## src/rtl/cordic_vector_atan2_if.sv

```systemverilog
// Handshake bundle for the vectoring CORDIC: operand request side and result side.
// valid/ready: a transfer happens on a rising edge where both are high; valid holds its payload until then.
interface cordic_vector_atan2_if;
  logic        in_valid;
  logic        in_ready;
  logic [31:0] x_in;
  logic [31:0] y_in;
  logic        out_valid;
  logic        out_ready;
  logic [31:0] angle_out;
  logic [31:0] mag_out;
  logic        err_out;

  modport master (
    output in_valid, x_in, y_in, out_ready,
    input  in_ready, out_valid, angle_out, mag_out, err_out
  );

  modport slave (
    input  in_valid, x_in, y_in, out_ready,
    output in_ready, out_valid, angle_out, mag_out, err_out
  );
endinterface

```

## src/rtl/cordic_vector_atan2.sv

```systemverilog
// Iterative float32 CORDIC in vectoring mode: one micro-rotation per clock, returns
// atan2(y, x) and the gain-scaled magnitude.
module cordic_vector_atan2 #(
  parameter int ITER = 9
) (
  input  logic                        clk,
  input  logic                        rst,
  cordic_vector_atan2_if.slave        bus,
  output logic [1:0]                  dbg_state_o
);

  localparam logic [1:0]  S_IDLE = 2'd0;
  localparam logic [1:0]  S_RUN  = 2'd1;
  localparam logic [1:0]  S_DONE = 2'd2;
  localparam logic [31:0] POS_PI = 32'h40490FDB;
  localparam logic [31:0] NEG_PI = 32'hC0490FDB;
  localparam logic [31:0] SIGN   = 32'h80000000;
  localparam logic [4:0]  LAST   = 5'(ITER - 1);

  // Operands with exponent 0 are zero; results that underflow are flushed to +0.
  function automatic logic [31:0] fadd(input logic [31:0] a, input logic [31:0] b);
    logic [31:0] big, sml;
    logic [7:0]  d;
    logic [27:0] mb, ms, sum, norm;
    int          pos, e;
    if (a[30:23] == 8'd0) return b;
    if (b[30:23] == 8'd0) return a;
    if (a[30:0] >= b[30:0]) begin big = a; sml = b; end
    else begin big = b; sml = a; end
    d   = big[30:23] - sml[30:23];
    mb  = {2'b01, big[22:0], 3'b000};
    ms  = {2'b01, sml[22:0], 3'b000} >> d;
    sum = (big[31] == sml[31]) ? (mb + ms) : (mb - ms);
    if (sum == 28'd0) return 32'd0;
    pos = 0;
    for (int k = 0; k < 28; k++) if (sum[k]) pos = k;
    norm = (pos == 27) ? (sum >> 1) : (sum << (26 - pos));
    e = int'(big[30:23]) + pos - 26;
    if (e <= 0) return 32'd0;
    if (e >= 255) return {big[31], 8'hFF, 23'd0};
    return {big[31], 8'(e), norm[25:3]};
  endfunction

  function automatic logic [31:0] fshr(input logic [31:0] a, input logic [4:0] i);
    if (a[30:23] <= {3'd0, i}) return 32'd0;
    return {a[31], a[30:23] - {3'd0, i}, a[22:0]};
  endfunction

  function automatic logic [31:0] atan_lut(input logic [4:0] i);
    case (i)
      5'd0:  return 32'h3F490FDB;
      5'd1:  return 32'h3EED6338;
      5'd2:  return 32'h3E7ADBB0;
      5'd3:  return 32'h3DFEADD5;
      5'd4:  return 32'h3D7FAADE;
      5'd5:  return 32'h3CFFEAAE;
      5'd6:  return 32'h3C7FFAAB;
      5'd7:  return 32'h3BFFFEAB;
      5'd8:  return 32'h3B7FFFAB;
      5'd9:  return 32'h3AFFFFEB;
      5'd10: return 32'h3A7FFFFB;
      5'd11: return 32'h39FFFFFF;
      5'd12: return 32'h39800000;
      5'd13: return 32'h39000000;
      5'd14: return 32'h38800000;
      5'd15: return 32'h38000000;
      default: return 32'd0;
    endcase
  endfunction

  logic [1:0]  state_q, state_d;
  logic [31:0] x_q, x_d, y_q, y_d, z_q, z_d;
  logic [4:0]  cnt_q, cnt_d;
  logic        err_q, err_d, zin_q, zin_d;
  logic [31:0] angle_q, angle_d, mag_q, mag_d;
  logic        err_out_q, err_out_d, out_valid_q, out_valid_d;

  logic [31:0] xz, yz, x0, y0, z0;
  logic        in_err, in_zero;
  logic        s;
  logic [31:0] atan_v, x_nx, y_nx, z_nx;

  always_comb begin
    xz      = (bus.x_in[30:23] == 8'd0) ? 32'd0 : bus.x_in;
    yz      = (bus.y_in[30:23] == 8'd0) ? 32'd0 : bus.y_in;
    in_err  = (bus.x_in[30:23] == 8'hFF) || (bus.y_in[30:23] == 8'hFF);
    in_zero = (xz == 32'd0) && (yz == 32'd0);
    x0      = xz[31] ? (xz ^ SIGN) : xz;
    y0      = xz[31] ? (yz ^ SIGN) : yz;
    z0      = xz[31] ? (yz[31] ? NEG_PI : POS_PI) : 32'd0;
  end

  // d = +1 when y is non-negative; the sign of each term is applied by flipping bit 31.
  always_comb begin
    s      = y_q[31];
    atan_v = atan_lut(cnt_q);
    x_nx   = fadd(x_q, fshr(y_q, cnt_q) ^ {s, 31'd0});
    y_nx   = fadd(y_q, fshr(x_q, cnt_q) ^ {~s, 31'd0});
    z_nx   = fadd(z_q, {s, atan_v[30:0]});
  end

  always_comb begin
    state_d     = state_q;
    x_d         = x_q;
    y_d         = y_q;
    z_d         = z_q;
    cnt_d       = cnt_q;
    err_d       = err_q;
    zin_d       = zin_q;
    angle_d     = angle_q;
    mag_d       = mag_q;
    err_out_d   = err_out_q;
    out_valid_d = out_valid_q;
    case (state_q)
      S_IDLE: begin
        if (bus.in_valid) begin
          state_d = S_RUN;
          x_d     = x0;
          y_d     = y0;
          z_d     = z0;
          cnt_d   = 5'd0;
          err_d   = in_err;
          zin_d   = in_zero;
        end
      end
      S_RUN: begin
        x_d   = x_nx;
        y_d   = y_nx;
        z_d   = z_nx;
        cnt_d = cnt_q + 5'd1;
        if (cnt_q == LAST) begin
          state_d     = S_DONE;
          out_valid_d = 1'b1;
          err_out_d   = err_q;
          // atan2(0,0) is reported as 0 rather than whatever z drifted to.
          angle_d     = (err_q || zin_q) ? 32'd0 : z_nx;
          mag_d       = err_q ? 32'd0 : x_nx;
        end
      end
      S_DONE: begin
        if (bus.out_ready) begin
          out_valid_d = 1'b0;
          state_d     = S_IDLE;
        end
      end
      default: state_d = S_IDLE;
    endcase
  end

  always_ff @(posedge clk) begin
    if (rst) begin
      state_q     <= S_IDLE;
      x_q         <= 32'd0;
      y_q         <= 32'd0;
      z_q         <= 32'd0;
      cnt_q       <= 5'd0;
      err_q       <= 1'b0;
      zin_q       <= 1'b0;
      angle_q     <= 32'd0;
      mag_q       <= 32'd0;
      err_out_q   <= 1'b0;
      out_valid_q <= 1'b0;
    end else begin
      state_q     <= state_d;
      x_q         <= x_d;
      y_q         <= y_d;
      z_q         <= z_d;
      cnt_q       <= cnt_d;
      err_q       <= err_d;
      zin_q       <= zin_d;
      angle_q     <= angle_d;
      mag_q       <= mag_d;
      err_out_q   <= err_out_d;
      out_valid_q <= out_valid_d;
    end
  end

  assign bus.in_ready  = (state_q == S_IDLE);
  assign bus.out_valid = out_valid_q;
  assign bus.angle_out = angle_q;
  assign bus.mag_out   = mag_q;
  assign bus.err_out   = err_out_q;
  assign dbg_state_o   = state_q;

endmodule
```

## src/flat_wrapper.sv

```systemverilog
// flat-port wrapper written by rule: the top's interface ports become plain ports
module cordic_vector_atan2_flat 
#(
  parameter int ITER = 9
)
  (clk, rst, dbg_state_o, bus_in_valid, bus_x_in, bus_y_in, bus_out_ready, bus_in_ready, bus_out_valid, bus_angle_out, bus_mag_out, bus_err_out);
  cordic_vector_atan2_if bus_i ();
  input  logic clk;
  input  logic rst;
  output logic [1:0] dbg_state_o;
  input wire logic [$bits(bus_i.in_valid)-1:0] bus_in_valid;
  input wire logic [$bits(bus_i.x_in)-1:0] bus_x_in;
  input wire logic [$bits(bus_i.y_in)-1:0] bus_y_in;
  input wire logic [$bits(bus_i.out_ready)-1:0] bus_out_ready;
  output wire logic [$bits(bus_i.in_ready)-1:0] bus_in_ready;
  output wire logic [$bits(bus_i.out_valid)-1:0] bus_out_valid;
  output wire logic [$bits(bus_i.angle_out)-1:0] bus_angle_out;
  output wire logic [$bits(bus_i.mag_out)-1:0] bus_mag_out;
  output wire logic [$bits(bus_i.err_out)-1:0] bus_err_out;
  assign bus_i.in_valid = bus_in_valid;
  assign bus_i.x_in = bus_x_in;
  assign bus_i.y_in = bus_y_in;
  assign bus_i.out_ready = bus_out_ready;
  assign bus_in_ready = bus_i.in_ready;
  assign bus_out_valid = bus_i.out_valid;
  assign bus_angle_out = bus_i.angle_out;
  assign bus_mag_out = bus_i.mag_out;
  assign bus_err_out = bus_i.err_out;
  cordic_vector_atan2 #(.ITER(ITER)) u_core (.clk(clk), .rst(rst), .bus(bus_i), .dbg_state_o(dbg_state_o));
endmodule
```

## config.mk

```make
export PLATFORM = sky130hd
export DESIGN_NAME = cordic_vector_atan2_flat
export DESIGN_NICKNAME = d
export VERILOG_FILES = /design/src/rtl/cordic_vector_atan2_if.sv /design/src/rtl/cordic_vector_atan2.sv /design/src/flat_wrapper.sv
export SDC_FILE = /design/constraint.sdc
export NUM_CORES = 2
export LEC_CHECK = 0
export ABC_AREA = 1
export CAP_MARGIN = 40
export CORE_MARGIN = 4
export CORE_UTILIZATION = 35
export DETAILED_ROUTE_END_ITERATION = 6
export GPL_ROUTABILITY_DRIVEN = 0
export HOLD_SLACK_MARGIN = 0.03
export PLACE_DENSITY = 0.56
export SLEW_MARGIN = 20
export SYNTH_ARGS = -nofsm -noshare
export SYNTH_HDL_FRONTEND = slang
export SYNTH_SLANG_ARGS = --single-unit
```

## constraint.sdc

```tcl
create_clock -name clk -period 11.9 [get_ports clk]
set_clock_uncertainty 0.15 [all_clocks]
set_input_delay 1.785 -clock clk [delete_from_list [all_inputs] [get_ports clk]]
set_output_delay 1.785 -clock clk [all_outputs]
set_load 0.02 [all_outputs]
```

== Word level (Yosys, flattened, before mapping) ==
Memory sizes are Yosys's and may differ from the RTL's. A register that Yosys moved wholly into a read port is not among the register bits.
Cells that the tools add are included.
Widths: inputs -> output; s select.
Cells by class
  equality and inequality tests: 14
  reduce and logical (&&, ||, !) cells: 24
  add/sub/neg operators: 21
  mux-type cells: 223
  magnitude comparators: 11
  bitwise gates (word level): 5
  shift-type cells: 6
Operators by type and width (number)
  $mux 32: 74
  $pmux 32 s2: 3
  $mux 5: 37
  $mux 4: 26
  $add 9x32->32: 3
  $eq 32x6->1 const B: 3
  $ge 32x9->1 const B: 3
  $le 32x1->1 const B: 3
  $shl 28x32->26: 3
  $sub 32x6->32 const B: 3
  $sub 6x32->32 const A: 3
  $ge 31x31->1: 3
  $add 27x28->28: 3
  $logic_not 28->1: 3
  $mux 28: 3
  $shr 27x8->28: 3
  $sub 27x28->28: 3
  $mux 26: 3
  $logic_not 32->1: 2
  $logic_not 8->1: 8
  $xor 32x32->32: 2
  $mux 1: 52
  $mux 3: 12
  $mux 31: 1
  22 further kinds: 45
Storage, ports and cells
  output and inout port bits: 69
  bits of input ports: 68
  bits in read-only memories: 432
  flip-flop bits (word level): 171
  word-level logic and storage cells: 316
  memories: 1
Memories
  (name not given): depth 16, width 27, rd ports 1, clocked after memory_dff 1, wr ports 0, line cordic_vector_atan2.sv:50  | case (i)

== Depth between registers and ports, before layout ==
  depth after elaboration: 60
  gate-level depth with buffers: 104
  mapped depth without buffers: 99

== Worst setup path after synthesis ==
OpenSTA, ideal clock, no wires.
  path type: reg2reg
  from: reg u_core.cnt_q[4]
  to: reg u_core.x_q[20]
  data required time: 11.679 ns
  stages on the path, launching flop included: 96
  slack: -0.201 ns
  arrival time: 11.880 ns
  buffers on the path: 8
  cells stage by stage: dfxtp_1 buf_2 clkinv_1 clkbuf_1 clkbuf_1 buf_1 ha_1 nand2_1 nor2_1 nand4_1 nand2_2 buf_1 nor2_1 inv_1 ha_1 a21o_1 nor2_1 nand2_1 [60 not listed] o21bai_1 a21o_1 a21oi_1 ha_1 nand4_1 o311ai_0 inv_1 nand2_1 nor2_1 inv_1 buf_2 a21oi_1 nand2_1 nand2_1 nand2_1 nand2_1 nand2_1 a21oi_1
Between the ends
  word-level cells in the longest chain between the ends: 56
  elaborated cells on any way between the ends: 84
Ends and longest elaborated chain
  start, declared: line cordic_vector_atan2.sv:73  | logic [4:0] cnt_q, cnt_d;
  start signal, assigned: line cordic_vector_atan2.sv:168  | cnt_q <= cnt_d;
  $le 8x5->1: line cordic_vector_atan2.sv:45  | if (a[30:23] <= {3'd0, i}) return 32'd0;
  $mux 1: line cordic_vector_atan2.sv:45
  $mux 32 *: line cordic_vector_atan2.sv:46  | return {a[31], a[30:23] - {3'd0, i}, a[22:0]};
  $xor 32x32->32 *: line cordic_vector_atan2.sv:97  | x_nx = fadd(x_q, fshr(y_q, cnt_q) ^ {s, 31'd0});
  $ge 31x31->1: line cordic_vector_atan2.sv:28  | if (a[30:0] >= b[30:0]) begin big = a; sml = b; end
  $mux 32 (2 in a row): line cordic_vector_atan2.sv:28
  $mux 32: line cordic_vector_atan2.sv:27  | if (b[30:23] == 8'd0) return a;
  $sub 8x8->8: line cordic_vector_atan2.sv:30  | d = big[30:23] - sml[30:23];
  [39 not listed]
  $mux 1: line cordic_vector_atan2.sv:28
  $mux 1: line cordic_vector_atan2.sv:27
  $mux 32: line cordic_vector_atan2.sv:41  | return {big[31], 8'(e), norm[25:3]};
  $mux 32: line cordic_vector_atan2.sv:40  | if (e >= 255) return {big[31], 8'hFF, 23'd0};
  $mux 32: line cordic_vector_atan2.sv:35  | pos = 0;
  $mux 32: line cordic_vector_atan2.sv:28
  $mux 32 *: line cordic_vector_atan2.sv:27
  $pmux 32 s2 *: line cordic_vector_atan2.sv:114  | case (state_q)
  end signal, assigned: line cordic_vector_atan2.sv:153  | x_q <= 32'd0;
  end signal, assigned: line cordic_vector_atan2.sv:165  | x_q <= x_d;
  end, declared: line cordic_vector_atan2.sv:72  | logic [31:0] x_q, x_d, y_q, y_d, z_q, z_d;
Every way passes the cells marked *; elsewhere a longest branch is shown, timed or not. The select of a mux whose other input is x is not followed.
A chain may end at the register's enable or synchronous reset.

== Worst setup path in the final report ==
  from: reg u_core.y_q[23]
  to: reg u_core.mag_q[3] (netlist: u_core.bus.mag_out[3])
Between the ends
  word-level cells in the longest chain between the ends: 56
  elaborated cells on any way between the ends: 84
Ends and longest elaborated chain
  start, declared: line cordic_vector_atan2.sv:72
  start signal, assigned: line cordic_vector_atan2.sv:166  | y_q <= y_d;
  $le 8x5->1: line cordic_vector_atan2.sv:45
  $mux 1: line cordic_vector_atan2.sv:45
  $mux 32 *: line cordic_vector_atan2.sv:46
  $xor 32x32->32 *: line cordic_vector_atan2.sv:97
  $ge 31x31->1: line cordic_vector_atan2.sv:28
  $mux 32 (2 in a row): line cordic_vector_atan2.sv:28
  $mux 32: line cordic_vector_atan2.sv:27
  $sub 8x8->8: line cordic_vector_atan2.sv:30
  [39 not listed]
  $mux 1: line cordic_vector_atan2.sv:28
  $mux 1: line cordic_vector_atan2.sv:27
  $mux 32: line cordic_vector_atan2.sv:41
  $mux 32: line cordic_vector_atan2.sv:40
  $mux 32: line cordic_vector_atan2.sv:35
  $mux 32: line cordic_vector_atan2.sv:28
  $mux 32 *: line cordic_vector_atan2.sv:27
  $mux 32 *: line cordic_vector_atan2.sv:137  | mag_d = err_q ? 32'd0 : x_nx;
  end signal, assigned: line cordic_vector_atan2.sv:172  | mag_q <= mag_d;
  end, declared: line cordic_vector_atan2.sv:75  | logic [31:0] angle_q, angle_d, mag_q, mag_d;
Marked as above.

==> impl_summary.txt <==
----------------------------------------------------
[Status]
  Outcome ... completed

[Worst setup path]
  Critical path required time ... 12190 ps
  Cell with the most instances on the worst path ... sky130_fd_sc_hd__nand2_1
  Worst setup slack for register-to-register paths ... 50 ps
  Cell class contributing the biggest share of worst-path delay ... simple AND/OR/NAND/NOR gates
  Critical setup path kind ... reg2reg
  Largest fanout on the critical path ... 8
  Worst-case reg-to-reg path depth ... 92
  Worst r2r src ... u_core.y_q[23]
  CP Launch Type ... register
  Maximum cell stage delay along the critical path ... 390 ps
  Arrival time of data at the critical path endpoint ... 12140 ps
  Worst Path Buf+Inv ... 15
  Crit path max-delay cell type ... sky130_fd_sc_hd__fa_2
  Endpoint of the most critical register-to-register path ... u_core.bus.mag_out[3]
  CP Capture Type ... register

[Run]
  Count of max-cap constraint violations ... 0

[STA]
  Endpoints failing hold ... 0
  Period minus WS final ... 11850 ps
  Slew at the pin closest to its max-slew limit ... 978 ps
  Worst slew slack as a fraction of its limit ... 0.341
  Setup repair after global routing missed its margin ... yes
  Fmax ... 0.0844 GHz
  Setup violators final ... 0
  Fraction of the cycle the final worst path needs ... 0.996
  Max-slew violations ... 0

[Die]
  Number of ports placed on the die boundary ... 137
  Horizontal die dimension ... 333 um
  Core region area ... 105000 sq um
  Initial Util ... 0.352
  Cell row count ... 119
  Full die area ... 111000 sq um
  Chip height ... 333 um

[Finish]
  Fillers ... 11300
  Proportion of layout cells with a drive suffix above 1 ... 0.204
  Net count, final ... 7515
  Synthesis-to-finish area growth ... 25.3%
  Final std cell area, no fill ... 46400 sq um
  Final core utilization ... 0.441
  Register cell area after layout ... 3830 sq um
  Area of the multi-input gates ... 29900 sq um

[Logic synthesis]
  Top-area cell type share of the netlist area ... 0.202
  Leading register cell type out of synthesis ... sky130_fd_sc_hd__dfxtp_1
  Gate Count Post-Synth ... 6554
  Largest cells by area after synthesis ... sky130_fd_sc_hd__nand2_1 (20%), sky130_fd_sc_hd__nand3_1 (12%), sky130_fd_sc_hd__ha_1 (11%)
  Most common cell in the synthesized netlist ... sky130_fd_sc_hd__nand2_1
  Number of unique standard cell types used by synthesis ... 91
  Share of synthesized flip-flops with an asynchronous set or reset ... 0
  Synth area leader ... sky130_fd_sc_hd__nand2_1
  Top cell types by occurrence after synthesis ... sky130_fd_sc_hd__nand2_1 (1989), sky130_fd_sc_hd__nand3_1 (882), sky130_fd_sc_hd__inv_1 (717)
  Average size of a mapped cell ... 5.65 sq um
  Number of synthesized flops with an enable pin ... 0
  Post-synthesis sequential area ratio ... 0.103
  Area of the mapped netlist ... 37000 sq um
  Post-synthesis register bit count ... 191
  Number of warnings reported in the yosys synthesis log ... 0
  Post-Syn Nets ... 6941

[Detailed routing]
  Mean number of vias per cell ... 5.54
  First drt pass iteration count ... 7
  Number of DRC markers after the initial detailed-route iteration ... 5374
  Post-Route WL ... 162000 um
  Total via count after detailed routing ... 47200
  DRC violations left ... 0
  Wire length per cell after detailed routing ... 18.9 um
  Antenna violation net count after detailed routing ... 0

[Place]
  Standard cell area after detailed placement ... 42700 sq um
  Count of port buffers added during placement ... 136
  HPWL after detailed placement ... 128000 um

[CTS]
  Post-CTS clock slew at the launch and capture registers of the worst setup and hold paths ... 90 ps
  Clock network latency to the later pin of the worst-skew pair ... 510 ps
  Quantity of hold-fixing buffers added after cts ... 0
  Maximum clock path buffer count ... 2
  CTS tree ... done
  Clock root cell ... sky130_fd_sc_hd__clkbuf_16
  Max H-tree Level ... 4
  Number of sinks on the clock net ... 191
  TritonCTS buffer count ... 17

[Global route]
  Congestion Overflow GR ... 0
  Wire length of the first global-routing pass ... 239000 um
  GRT Overall Usage ... 0.269
  Number of global-route vias before repair ... 41700
  Initial antenna violation count ... 7
  Maximum number of pins on one net before global-route repair ... 93

[Hold path]
  Min-delay src ... u_core.bus.mag_out[10]
  Hold depth ... 2
  Worst hold-check path type ... reg2reg
  End point of the worst hold path ... u_core.bus.mag_out[10]

----------------------------------------------------
==> through the flow <==
step / setup slack, ps / hold slack (ps) / TNS, ps / std cells
finish: 47.6 / 319 / 0 / 8533
global route: -664 / 333 / -66610 / 8532
CTS: 2.14 / 319 / 0 / 8449
detailed placement: -714 / 306 / -30560 / 8403
global placement: -604 / 305 / -19230 / 8397
floorplan: 11.3 / 296 / 0 / 6554
==> metal layers <==
layer  wire length, um  share of wire  GRT usage  up-vias
met5                74        0.00046          0        -
met4              8120          0.050      0.116       12
met3             12600          0.078     0.0407      409
met2             73900           0.46      0.441     2185
met1             66900           0.41      0.350    21800
li1                  -              -          -    22800
==> worst max-delay path by stage <==
stage,startpoint,endpoint,slack (ps),depth (start not counted)
2_1_floorplan,u_core.cnt_q[4],u_core.x_q[20],10,98
3_3_place_gp,u_core.cnt_q[4],u_core.x_q[23],-600,86
3_5_place_dp,u_core.cnt_q[4],u_core.x_q[23],-710,91
4_1_cts,u_core.cnt_q[1],u_core.bus.mag_out[3],2,98
5_1_grt,u_core.cnt_q[1],u_core.x_q[0],-660,99
6_report,u_core.y_q[23],u_core.bus.mag_out[3],50,92
==> kinds of logic after synthesis <==
| group | Yosys count | share of synthesized area |
|---|---|---|
| AND/OR/NAND/NOR | 3686 | 0.441 |
| flip-flops | 191 | 0.103 |
| multiplexers | 3 | 0.000812 |
| XOR/XNOR | 87 | 0.0234 |
| AO/OA/AOI/OAI | 1177 | 0.179 |
| adder cells (fa/ha/maj) | 319 | 0.110 |
| buffers and inverters | 1091 | 0.143 |
==> worst register-to-register path, delay by kind of cell, from the launching register on <==
| family | cells | cell delay (ps) |
|---|---|---|
| flops | 1 | 320 |
| buf+inv | 15 | 1600 |
| compound gates | 19 | 2910 |
| fa+ha+maj | 8 | 1980 |
| simple gates | 49 | 4660 |
| xor+xnor | 1 | 180 |
==> timing repair <==
item	CTS	global route
setup buffers	11	70
pin swaps	21	166
gates cloned	3	10
setup endpoints to repair	101	160
resized for setup	62	452
==> final cells by class <==
class / instances / share of cell area
tap: 1391 / 0.0375
clock buffer: 17 / 0.00918
timing repair inverter: 1 / 0.000108
multi-input combinational: 5274 / 0.644
sequential: 191 / 0.0827
clock inverter: 15 / 0.00475
inverter: 777 / 0.0635
timing repair buffer: 866 / 0.158
antenna: 1 / 0.0000540
==> layout by cell type (no fill, tap or decap), types with 26 or more instances in the layout <==
cell type and n:
sky130_fd_sc_hd__a21oi_2 69, sky130_fd_sc_hd__nand4_1 112, sky130_fd_sc_hd__clkdlybuf4s50_1 135, sky130_fd_sc_hd__nor3_1 32
sky130_fd_sc_hd__nand2_1 1917, sky130_fd_sc_hd__nand3_1 844, sky130_fd_sc_hd__nand2_2 141, sky130_fd_sc_hd__buf_4 677
sky130_fd_sc_hd__nor2_1 360, sky130_fd_sc_hd__nand3_2 78, sky130_fd_sc_hd__ha_4 47, sky130_fd_sc_hd__o211ai_1 46
sky130_fd_sc_hd__nor2_2 56, sky130_fd_sc_hd__o21ai_1 83, sky130_fd_sc_hd__dfxtp_1 186, sky130_fd_sc_hd__o21ai_2 33
sky130_fd_sc_hd__o21ai_0 337, sky130_fd_sc_hd__xor2_1 56, sky130_fd_sc_hd__nand2_4 26, sky130_fd_sc_hd__a21oi_1 436
sky130_fd_sc_hd__inv_1 681, sky130_fd_sc_hd__inv_2 73, sky130_fd_sc_hd__a31oi_1 31, sky130_fd_sc_hd__ha_1 255
Power is not shown: default switching activity piles up to over one toggle a cycle in this logic, so the estimate is an artifact.
